File: src/rtl/synth_kbd_pkg.sv
// Shared scan-code, key-index and FSM definitions
// for the PS/2 synth keyboard event controller.
package synth_kbd_pkg;

   localparam logic [7:0] SC_BREAK  = 8'hF0;
   localparam logic [7:0] SC_EXT    = 8'hE0;

   localparam logic [7:0] SC_C      = 8'h1C;
   localparam logic [7:0] SC_CS     = 8'h1D;
   localparam logic [7:0] SC_D      = 8'h1B;
   localparam logic [7:0] SC_DS     = 8'h24;
   localparam logic [7:0] SC_E      = 8'h23;
   localparam logic [7:0] SC_F      = 8'h2B;
   localparam logic [7:0] SC_FS     = 8'h2C;
   localparam logic [7:0] SC_G      = 8'h34;
   localparam logic [7:0] SC_GS     = 8'h35;
   localparam logic [7:0] SC_A      = 8'h33;
   localparam logic [7:0] SC_AS     = 8'h3C;
   localparam logic [7:0] SC_B      = 8'h3B;
   localparam logic [7:0] SC_OCT_DN = 8'h1A;
   localparam logic [7:0] SC_OCT_UP = 8'h22;
   localparam logic [7:0] SC_AMP_DN = 8'h16;
   localparam logic [7:0] SC_AMP_UP = 8'h1E;

   localparam logic [3:0] KEY_OCT_DN = 4'd12;
   localparam logic [3:0] KEY_OCT_UP = 4'd13;
   localparam logic [3:0] KEY_AMP_DN = 4'd14;
   localparam logic [3:0] KEY_AMP_UP = 4'd15;

   typedef enum logic [1:0] {
      S_IDLE,
      S_BRK,
      S_EXT,
      S_EXT_BRK
   } kbd_state_t;

   function automatic logic [3:0] lowest_note(input logic [11:0] m);
      logic [3:0] r;
      r = 4'd0;
      for (int i = 11; i >= 0; i--) begin
         if (m[i]) r = 4'(i);
      end
      return r;
   endfunction

endpackage

File: src/rtl/kbd_code_lut.sv
// Combinational scan-code to key-index map.
module kbd_code_lut
   import synth_kbd_pkg::*;
(
   input  logic [7:0] byte_data,
   output logic [3:0] idx,
   output logic       hit
);

   always_comb begin
      idx = 4'd0;
      hit = 1'b1;
      case (byte_data)
         SC_C:      idx = 4'd0;
         SC_CS:     idx = 4'd1;
         SC_D:      idx = 4'd2;
         SC_DS:     idx = 4'd3;
         SC_E:      idx = 4'd4;
         SC_F:      idx = 4'd5;
         SC_FS:     idx = 4'd6;
         SC_G:      idx = 4'd7;
         SC_GS:     idx = 4'd8;
         SC_A:      idx = 4'd9;
         SC_AS:     idx = 4'd10;
         SC_B:      idx = 4'd11;
         SC_OCT_DN: idx = KEY_OCT_DN;
         SC_OCT_UP: idx = KEY_OCT_UP;
         SC_AMP_DN: idx = KEY_AMP_DN;
         SC_AMP_UP: idx = KEY_AMP_UP;
         default:   hit = 1'b0;
      endcase
   end

endmodule

File: src/rtl/kbd_event_ctrl.sv
// PS/2 byte stream to synth note/gate, octave and amplitude state,
// with typematic suppression and prefix timeout.
module kbd_event_ctrl
   import synth_kbd_pkg::*;
#(
   parameter int OCT_DEFAULT    = 4,
   parameter int OCT_MAX        = 7,
   parameter int AMP_DEFAULT    = 8,
   parameter int AMP_MAX        = 15,
   parameter int TIMEOUT_CYCLES = 1000000
) (
   input  logic        CLOCK_50,
   input  logic        resetn,
   input  logic        byte_valid,
   input  logic [7:0]  byte_data,
   output logic [3:0]  note,
   output logic        gate,
   output logic        note_on_pulse,
   output logic [2:0]  octave,
   output logic [3:0]  amp,
   output logic [15:0] key_held
);

   localparam int CW = (TIMEOUT_CYCLES > 1) ? $clog2(TIMEOUT_CYCLES) : 1;
   localparam logic [CW-1:0] CNT_LIM = CW'(TIMEOUT_CYCLES - 1);

   kbd_state_t    state_q, state_d;
   logic [CW-1:0] cnt_q, cnt_d;
   logic [3:0]    note_d, amp_d, idx;
   logic [2:0]    oct_d;
   logic [15:0]   held_d;
   logic          gate_d, pulse_d, hit, make, brk;

   kbd_code_lut u_lut (
      .byte_data (byte_data),
      .idx       (idx),
      .hit       (hit)
   );

   always_ff @(posedge CLOCK_50 or negedge resetn) begin
      if (!resetn) begin
         state_q       <= S_IDLE;
         cnt_q         <= '0;
         note          <= 4'd0;
         gate          <= 1'b0;
         note_on_pulse <= 1'b0;
         octave        <= 3'(OCT_DEFAULT);
         amp           <= 4'(AMP_DEFAULT);
         key_held      <= 16'd0;
      end else begin
         state_q       <= state_d;
         cnt_q         <= cnt_d;
         note          <= note_d;
         gate          <= gate_d;
         note_on_pulse <= pulse_d;
         octave        <= oct_d;
         amp           <= amp_d;
         key_held      <= held_d;
      end
   end

   always_comb begin
      state_d = state_q;
      cnt_d   = '0;
      make    = 1'b0;
      brk     = 1'b0;
      if (byte_valid) begin
         // a byte arriving on the expiry cycle is still decoded in-state
         unique case (state_q)
            S_IDLE: begin
               if (byte_data == SC_BREAK)    state_d = S_BRK;
               else if (byte_data == SC_EXT) state_d = S_EXT;
               else                          make    = hit;
            end
            S_BRK: begin
               brk     = hit;
               state_d = S_IDLE;
            end
            S_EXT: begin
               state_d = (byte_data == SC_BREAK) ? S_EXT_BRK : S_IDLE;
            end
            S_EXT_BRK: state_d = S_IDLE;
         endcase
      end else if (state_q != S_IDLE) begin
         if (cnt_q == CNT_LIM) state_d = S_IDLE;
         else                  cnt_d   = cnt_q + 1'b1;
      end
   end

   always_comb begin
      held_d  = key_held;
      note_d  = note;
      gate_d  = gate;
      pulse_d = 1'b0;
      oct_d   = octave;
      amp_d   = amp;
      if (make && !key_held[idx]) begin
         held_d[idx] = 1'b1;
         unique case (1'b1)
            (idx < 4'd12): begin
               note_d  = idx;
               gate_d  = 1'b1;
               pulse_d = 1'b1;
            end
            (idx == KEY_OCT_DN):
               if (octave != 3'd0) oct_d = octave - 3'd1;
            (idx == KEY_OCT_UP):
               if (octave != 3'(OCT_MAX)) oct_d = octave + 3'd1;
            (idx == KEY_AMP_DN):
               if (amp != 4'd0) amp_d = amp - 4'd1;
            (idx == KEY_AMP_UP):
               if (amp != 4'(AMP_MAX)) amp_d = amp + 4'd1;
         endcase
      end
      if (brk) begin
         held_d[idx] = 1'b0;
         if (idx < 4'd12 && key_held[idx] && idx == note) begin
            // legato: fall back to the lowest note still held
            if (|held_d[11:0]) note_d = lowest_note(held_d[11:0]);
            else               gate_d = 1'b0;
         end
      end
   end

endmodule

File: config.mk
export PLATFORM = sky130hd
export DESIGN_NAME = kbd_event_ctrl
export DESIGN_NICKNAME = d
export VERILOG_FILES = /design/src/rtl/synth_kbd_pkg.sv /design/src/rtl/kbd_code_lut.sv /design/src/rtl/kbd_event_ctrl.sv
export SDC_FILE = /design/constraint.sdc
export NUM_CORES = 1
export LEC_CHECK = 0
export ABC_AREA = 1
export CAP_MARGIN = 20
export CORE_MARGIN = 1
export CORE_UTILIZATION = 60
export CTS_CLUSTER_DIAMETER = 150
export DETAILED_ROUTE_END_ITERATION = 10
export PLACE_DENSITY = 0.85
export SYNTH_ARGS = -nofsm -noshare
export SYNTH_HDL_FRONTEND = slang
export SYNTH_HIERARCHICAL = 1
export SYNTH_SLANG_ARGS = --single-unit
File: constraint.sdc
create_clock -name CLOCK_50 -period 3 [get_ports CLOCK_50]
set_clock_uncertainty 0.15 [all_clocks]
set_input_delay 0.3 -clock CLOCK_50 [delete_from_list [all_inputs] [get_ports CLOCK_50]]
set_output_delay 0.3 -clock CLOCK_50 [all_outputs]
set_load 0.01 [all_outputs]
; ---- Yosys cells after proc, flatten, opt, wreduce, memory -nomap -nowiden
; Cells that the tools add are included.
[totals]
ff_bits = 51
word_cells = 126
in_bits = 11
output_inout_bits = 29
[classes]
eq_ne = 34
add_sub_neg = 5
n_mux = 54
n_reduce_logical = 19
bitwise_logic = 3
n_lt_le_gt_ge = 3
[op_table]
columns = cell, count
row1 = "equality test 8 x 6 -> 1 bit, second input constant", 10
row2 = 2-to-1 mux 4 bit, 19
row3 = 2-to-1 mux 20 bit, 3
row4 = one-hot mux 4 bit (15 select lines), 1
row5 = "equality test 8 x 5 -> 1 bit, second input constant", 6
row6 = 2-to-1 mux 16 bit, 2
row7 = "adder 20 x 1 -> 20 bit, second input constant", 1
row8 = "equality test 20 bit, second input constant", 1
row9 = AND 16 bit, 1
row10 = "equality test 4 bit, second input constant", 4
row11 = "equality test 8 bit, second input constant", 2
row12 = 2-to-1 mux 1 bit, 16
row13 = inverter 16 bit, 1
row14 = bitwise OR 16 bit, 1
row15 = OR reduction 16 bit, 1
row16 = 2-to-1 mux 2 bit, 6
row17 = OR reduction 12 bit, 1
row18 = nonzero test 2 bit, 5
row19 = "!= test 2 x 1 -> 1 bit, second input constant", 4
row20 = "!= test 4 bit, second input constant", 2
row21 = one-hot mux 4 bit (2 select lines), 1
row22 = AND reduction 4 bit, 2
row23 = 2-to-1 mux 3 bit, 2
row24 = one-hot mux 2 bit (3 select lines), 1
row25 = 21 further kinds, 25

; ---- Depth between registers and ports, before layout
[depth]
word_depth = 25
mapped_depth = 25
ltp_nobuf = 24

; ---- Modules after synthesis
; Netlist, hierarchy kept.
[by_module_without_submodules]
columns = mod, n_inst, area_per_inst_um2, seq_area_each_um2, cells_each
row1 = kbd_event_ctrl, 1, 3019.1, 1278.7, 410
row2 = kbd_code_lut, 1, 345.3, 0.0, 76

; ---- Worst setup path after synthesis
; Ideal clock, no wire load.
[synth_path]
path_kind = input-to-reg
start = in byte_data[6]
end = reg amp[3]
setup_time_ns = 0.061
arrival_time_ns = 2.399
slack_ns = 0.390
t_required_ns = 2.789
path_buffers = 1
cell_stages = 17
path_cell_list = inv_1 -> nand2_2 -> nor2_1 -> o21ai_2 -> nand2_1 -> nor2_2 -> inv_1 -> clkbuf_2 -> nand2_1 -> nor2_1 -> inv_1 -> ha_1 -> a21o_1 -> a21oi_1 -> xnor2_1 -> nand3_1 -> nand2_1
[synth_via]
elab_cells_between_ends = 36
classes_between = 22 x eq/ne / 9 x mux / 5 x reduce/logical
[synth_lines]
columns = element, line_no
row1 = start: declaration, kbd_event_ctrl.sv:15  ; input logic [7:0] byte_data,
row2 = equality test 8 x 5 -> 1 bit or equality test 8 x 6 -> 1 bit (tied branches), kbd_code_lut.sv:13  ; case (byte_data)
row3 = one-hot mux 4 bit (15 select lines) *, kbd_code_lut.sv:13
row4 = named net idx[3], kbd_event_ctrl.sv:29  ; logic [3:0] note_d, amp_d, idx;
row5 = binary-select mux 1 bit (select 4 bit), kbd_event_ctrl.sv:97  ; if (make && !key_held[idx]) begin
row6 = 2-to-1 mux 1 bit (not written as such), kbd_event_ctrl.sv:97
row7 = zero test 1 bit, kbd_event_ctrl.sv:97
row8 = logical AND 1 bit, kbd_event_ctrl.sv:97
row9 = AND reduction 4 bit (no source line), -
row10 = end signal: assignment, kbd_event_ctrl.sv:48  ; amp <= 4'(AMP_DEFAULT);
row11 = end signal: assignment, kbd_event_ctrl.sv:57  ; amp <= amp_d;
row12 = end: declaration, kbd_event_ctrl.sv:20  ; output logic [3:0] amp,
; Mark *: on every way through the listed nets, which the timed path passes. The rest lies on a longest branch. The select of a mux whose other input is x is not followed.
; A chain may end at the register's enable or synchronous reset.

; ---- Final worst setup path
[layout_path]
start = in byte_data[7]
end = reg key_held[4]
[layout_via]
elab_cells_between_ends = 41
classes_between = 2 x order compare / 18 x eq/ne / 14 x mux / 3 x bitwise / 4 x reduce/logical
[layout_lines]
columns = element, line_no
row1 = equality test 8 x 5 -> 1 bit or equality test 8 x 6 -> 1 bit (tied branches), kbd_code_lut.sv:13
row2 = one-hot mux 4 bit (15 select lines) *, kbd_code_lut.sv:13
row3 = named net idx[0], kbd_event_ctrl.sv:29
row4 = less-than comparator 4 x 5 -> 1 bit (not written as such) or greater-or-equal comparator 4 x 1 -> 1 bit (tied branches), "kbd_event_ctrl.sv:98, kbd_event_ctrl.sv:116"
row5 = logical AND 1 bit (not written as such), "kbd_event_ctrl.sv:98, kbd_event_ctrl.sv:116"
row6 = 2-to-1 mux 1 bit (not written as such), "kbd_event_ctrl.sv:98, kbd_event_ctrl.sv:116"
row7 = demux 1 bit (select 4 bit), "kbd_event_ctrl.sv:98, kbd_event_ctrl.sv:116"
row8 = bitwise OR 16 bit (no source line), -
row9 = 2-to-1 mux 16 bit, kbd_event_ctrl.sv:97
row10 = AND 16 bit (no source line), -
row11 = 2-to-1 mux 16 bit *, kbd_event_ctrl.sv:115  ; if (brk) begin
row12 = named net held_d[4], kbd_event_ctrl.sv:31  ; logic [15:0] held_d;
row13 = end signal: assignment, kbd_event_ctrl.sv:58  ; key_held <= held_d;
row14 = end: declaration, kbd_event_ctrl.sv:21  ; output logic [15:0] key_held
; Marked as above.

==> results.sh <==
export IMPL_numCtsBuffers=5
export IMPL_cp_slowest_cell="clkdlybuf4s50_1"
export IMPL_num_fill_cells=311
export IMPL_grt_max_degree=52
export IMPL_grt_pass1_wl_microns=15100
export IMPL_drt_initial_drc_count=270
export IMPL_multi_input_area_sq_um=1910
export IMPL_drc=0
export IMPL_critPathRequiredTime_ns=3.09
export IMPL_first_pass_iters=5
export IMPL_htree_levels=2
export IMPL_synthXorXnorAreaFrac_pct=4.17
export IMPL_synth_compound_area_share_pct=12.3
export IMPL_syn_num_nets=502
export IMPL_num_antenna_cells=0
export IMPL_critPathLaunch="byte_data[7]"
export IMPL_cp_arrival_ns=2.98
export IMPL_leakagePower_nw=2.25
export IMPL_power_density_nw_per_um2=372
export IMPL_synth_edff_count=0
export IMPL_synthArstFlopShare_pct=100
export IMPL_fp_coreArea_sq_um=5240
export IMPL_grt_pass1_vias=3486
export IMPL_slew_headroom_pct=67.1
export IMPL_synth_top_family_by_area="simple AND/OR/NAND/NOR gates"
export IMPL_ys_types=41
export IMPL_met2_usage_pct=58.9
export IMPL_synth_seq_cells=51
export IMPL_critical_path_class="primary input to flop"
export IMPL_via_per_inst=5.53
export IMPL_layout_nets=605
export IMPL_area_delta_synth_final_pct=33.3
export IMPL_grt_util_met3_pct=4.64
export IMPL_wl_microns=9450
export IMPL_syn_area_sq_um=3360
export IMPL_synth_fa_ha_area_share_pct=2.31
export IMPL_clock_latency_ns=0.31
export IMPL_ioPinCount=40
export IMPL_drive_gt1_share_pct=19.3
export IMPL_synth_ff_type="dfrtp_1"
export IMPL_worst_pin_slew_ns=0.494
export IMPL_antenna_violating_nets_post_route=0
export IMPL_path_max_fanout=13
export IMPL_die_x_microns=76.9
export IMPL_reg2regPathDepth=9
export IMPL_gp_congestion=0.927
export IMPL_start_kind="primary input"
export IMPL_grt_busiest_layer="met2"
export IMPL_clk_pin_slew_worst_paths_ns=0.10
export IMPL_start_util_pct=64.2
export IMPL_hold_class="primary input to asynchronous set/reset pin"
export IMPL_cts_tree="built"
export IMPL_drv_slew=0
export IMPL_grt_met1_usage_pct=37.3
export IMPL_synthSimpleGateAreaFrac_pct=36.2
export IMPL_r2r_setup_slack_ns=0.89
export IMPL_r2r_end="cnt_q[15]"
export IMPL_clock_path_buffers=2
export IMPL_gr_total_overflow=0
export IMPL_synthCells=486
export IMPL_rr_startpoint="cnt_q[0]"
export IMPL_crit_path_cell_trace="clkdlybuf4s50_1 -> inv_2 -> nand2_4 -> nor2_2 -> nand2_2 -> o21ai_0 -> nor2_1 -> nand3_4 -> inv_2 -> nor2_4 -> buf_4 -> a22oi_1 -> nand2_1 -> nand2_1 -> nand2_1 -> nor2_4 -> nand2_4 -> buf_12 -> nor2_1 -> o21ai_0 -> o21ai_0"
export IMPL_io_buffers=39
export IMPL_post_route_period_util_pct=96.3
export IMPL_setup_viol=0
export IMPL_synthMuxAreaShare_pct=0
export IMPL_num_rows=26
export IMPL_timing_fmax_ghz=0.346
export IMPL_outcome="complete, no violations"
export IMPL_cts_root_buf="clkbuf_8"
export IMPL_track_usage_pct=32.1
export IMPL_peakVddDrop_mv=0.417
export IMPL_vias=3647
export IMPL_slowest_delay_ns=0.50
export IMPL_clock_sinks=51
export IMPL_dp_hpwl_microns=6710
export IMPL_synth_area_per_cell_sq_um=6.92
export IMPL_yosys_warnings=6
export IMPL_antenna_found_initial=0
export IMPL_setup_tns_ns=0
export IMPL_holdWs_ns=0.217
export IMPL_dieArea_sq_um=5910
export IMPL_post_drt_wl_per_cell_microns=14.3
export IMPL_drv_cap=0
export IMPL_finalHoldViolCount=0
export IMPL_die_h_microns=76.9
export IMPL_ys_seq_area_share_pct=38.0
export IMPL_period_minus_slack_ns=2.89
export IMPL_seqCellArea_sq_um=1280
export IMPL_end_kind="flop"
==> cells in the mapped netlist, types with 2 or more instances <==
cell      number  area share, %
nor2_2         8            1.5
a211oi_1       3           0.67
nor2_4         3            1.0
nor4_1         4           0.74
inv_2          8           0.89
nand2_2        6            1.1
xor2_1         8            2.1
nor3_1         6           0.89
xnor2_1        8            2.1
a21oi_1       23            3.4
nand4_1        9            1.7
ha_1           3            1.1
o21ai_1        6           0.89
fa_1           2            1.2
nand2_1      140             16
o21bai_1       2           0.45
o21ai_0       30            4.5
nand3_2        2           0.60
dfrtp_1       49             36
nand3_1       21            3.1
nor2_1        75            8.4
dfstp_2        2            1.6
clkbuf_1       2           0.22
inv_1         48            5.4
o21ai_2        2           0.52
==> worst max-delay path by stage <==
| stage | to | depth (start not counted) | slack (ns) |
|---|---|---|---|
| detailed placement | key_held[0] | 21 | -0.28 |
| global placement | octave[0] | 18 | -0.17 |
| finish | key_held[4] | 21 | 0.11 |
| CTS | key_held[0] | 21 | 0.04 |
| floorplan | amp[3] | 17 | 0.39 |
| global route | note[0] | 19 | -0.04 |
==> sequential cells by signal (all words and copies together), names as in the netlist <==
register       flops
cnt_q             20
key_held          16
amp                4
note               4
octave             3
state_q            2
gate               1
note_on_pulse      1
==> stage by stage <==
stage          instance area, sq um  total power, mW  utilization (%)  std cells  worst slack (ns)
2_1_floorplan                  3360             1.01                -        486             0.390
3_3_place_gp                   4250             1.18             81.2        647            -0.171
3_5_place_dp                   4250             1.20             81.2        647            -0.283
4_1_cts                        4350             1.64             83.1        655            0.0421
5_1_grt                        4490             1.74             85.6        660           -0.0398
6_report                       4490             1.67             85.6        660             0.111
==> critical path, delay by kind of cell <==
family / cells / cell delay, ns
AND/OR/NAND/NOR: 12 / 1.23
buffers and inverters: 5 / 0.97
AO/OA/AOI/OAI: 4 / 0.44
==> power breakdown <==
| part | switching, mW | leakage [nW] | internal (mW) | total, mW |
|---|---|---|---|---|
| sequential | 0.0611 | 0.696 | 0.735 | 0.797 |
| clock | 0.244 | 0.0505 | 0.210 | 0.454 |
| combinational | 0.234 | 1.51 | 0.184 | 0.418 |
==> cell families (layout without fill, tap and decap cells) <==
kind of cell	after synthesis	count (layout)
xor+xnor	16	16
buf+inv	61	165
fa+ha+maj	5	5
simple gates	279	279
compound gates	74	74
flops	51	51
==> per-layer routing <==
layer	wire [microns]	share of wire, %
met1	3900	41
met2	4840	51
met3	479	5.1
met4	218	2.3
met5	0	0
==> area by class of cell <==
| cell class | count | share of cell area (%) |
|---|---|---|
| clock inverters | 1 | 0.167 |
| repair buffers | 101 | 19.9 |
| well taps | 70 | 1.95 |
| inverters | 56 | 4.74 |
| multi-input cells | 374 | 42.6 |
| flip-flops and latches | 51 | 28.5 |
| clock buffers | 7 | 2.15 |
==> what timing repair did <==
action	in CTS	in global routing
setup buffers	0	3
hold buffers	0	1
endpoints found under the hold margin	0	19
endpoints found under the setup margin	0	29
resized for setup	0	22
==> cells in the final DEF (no fill, tap or decap), types with 2 or more instances in the layout <==
cell	n
nand2_1	139
nor2_1	73
buf_4	59
dfrtp_1	49
inv_1	46
clkdlybuf4s50_1	33
o21ai_0	30
a21oi_1	22
nand3_1	19
inv_2	9
nand4_1	9
xor2_1	8
xnor2_1	8
nor2_4	7
clkbuf_8	7
nand2_2	6
nor3_1	6
o21ai_1	6
nor2_2	6
dlymetal6s2s_1	5
nor4_1	4
a211oi_1	3
nand3_2	3
ha_1	3
nand2_4	2
o21bai_1	2
fa_1	2
dfstp_2	2
buf_12	2
(Power assumes the default switching activity.)
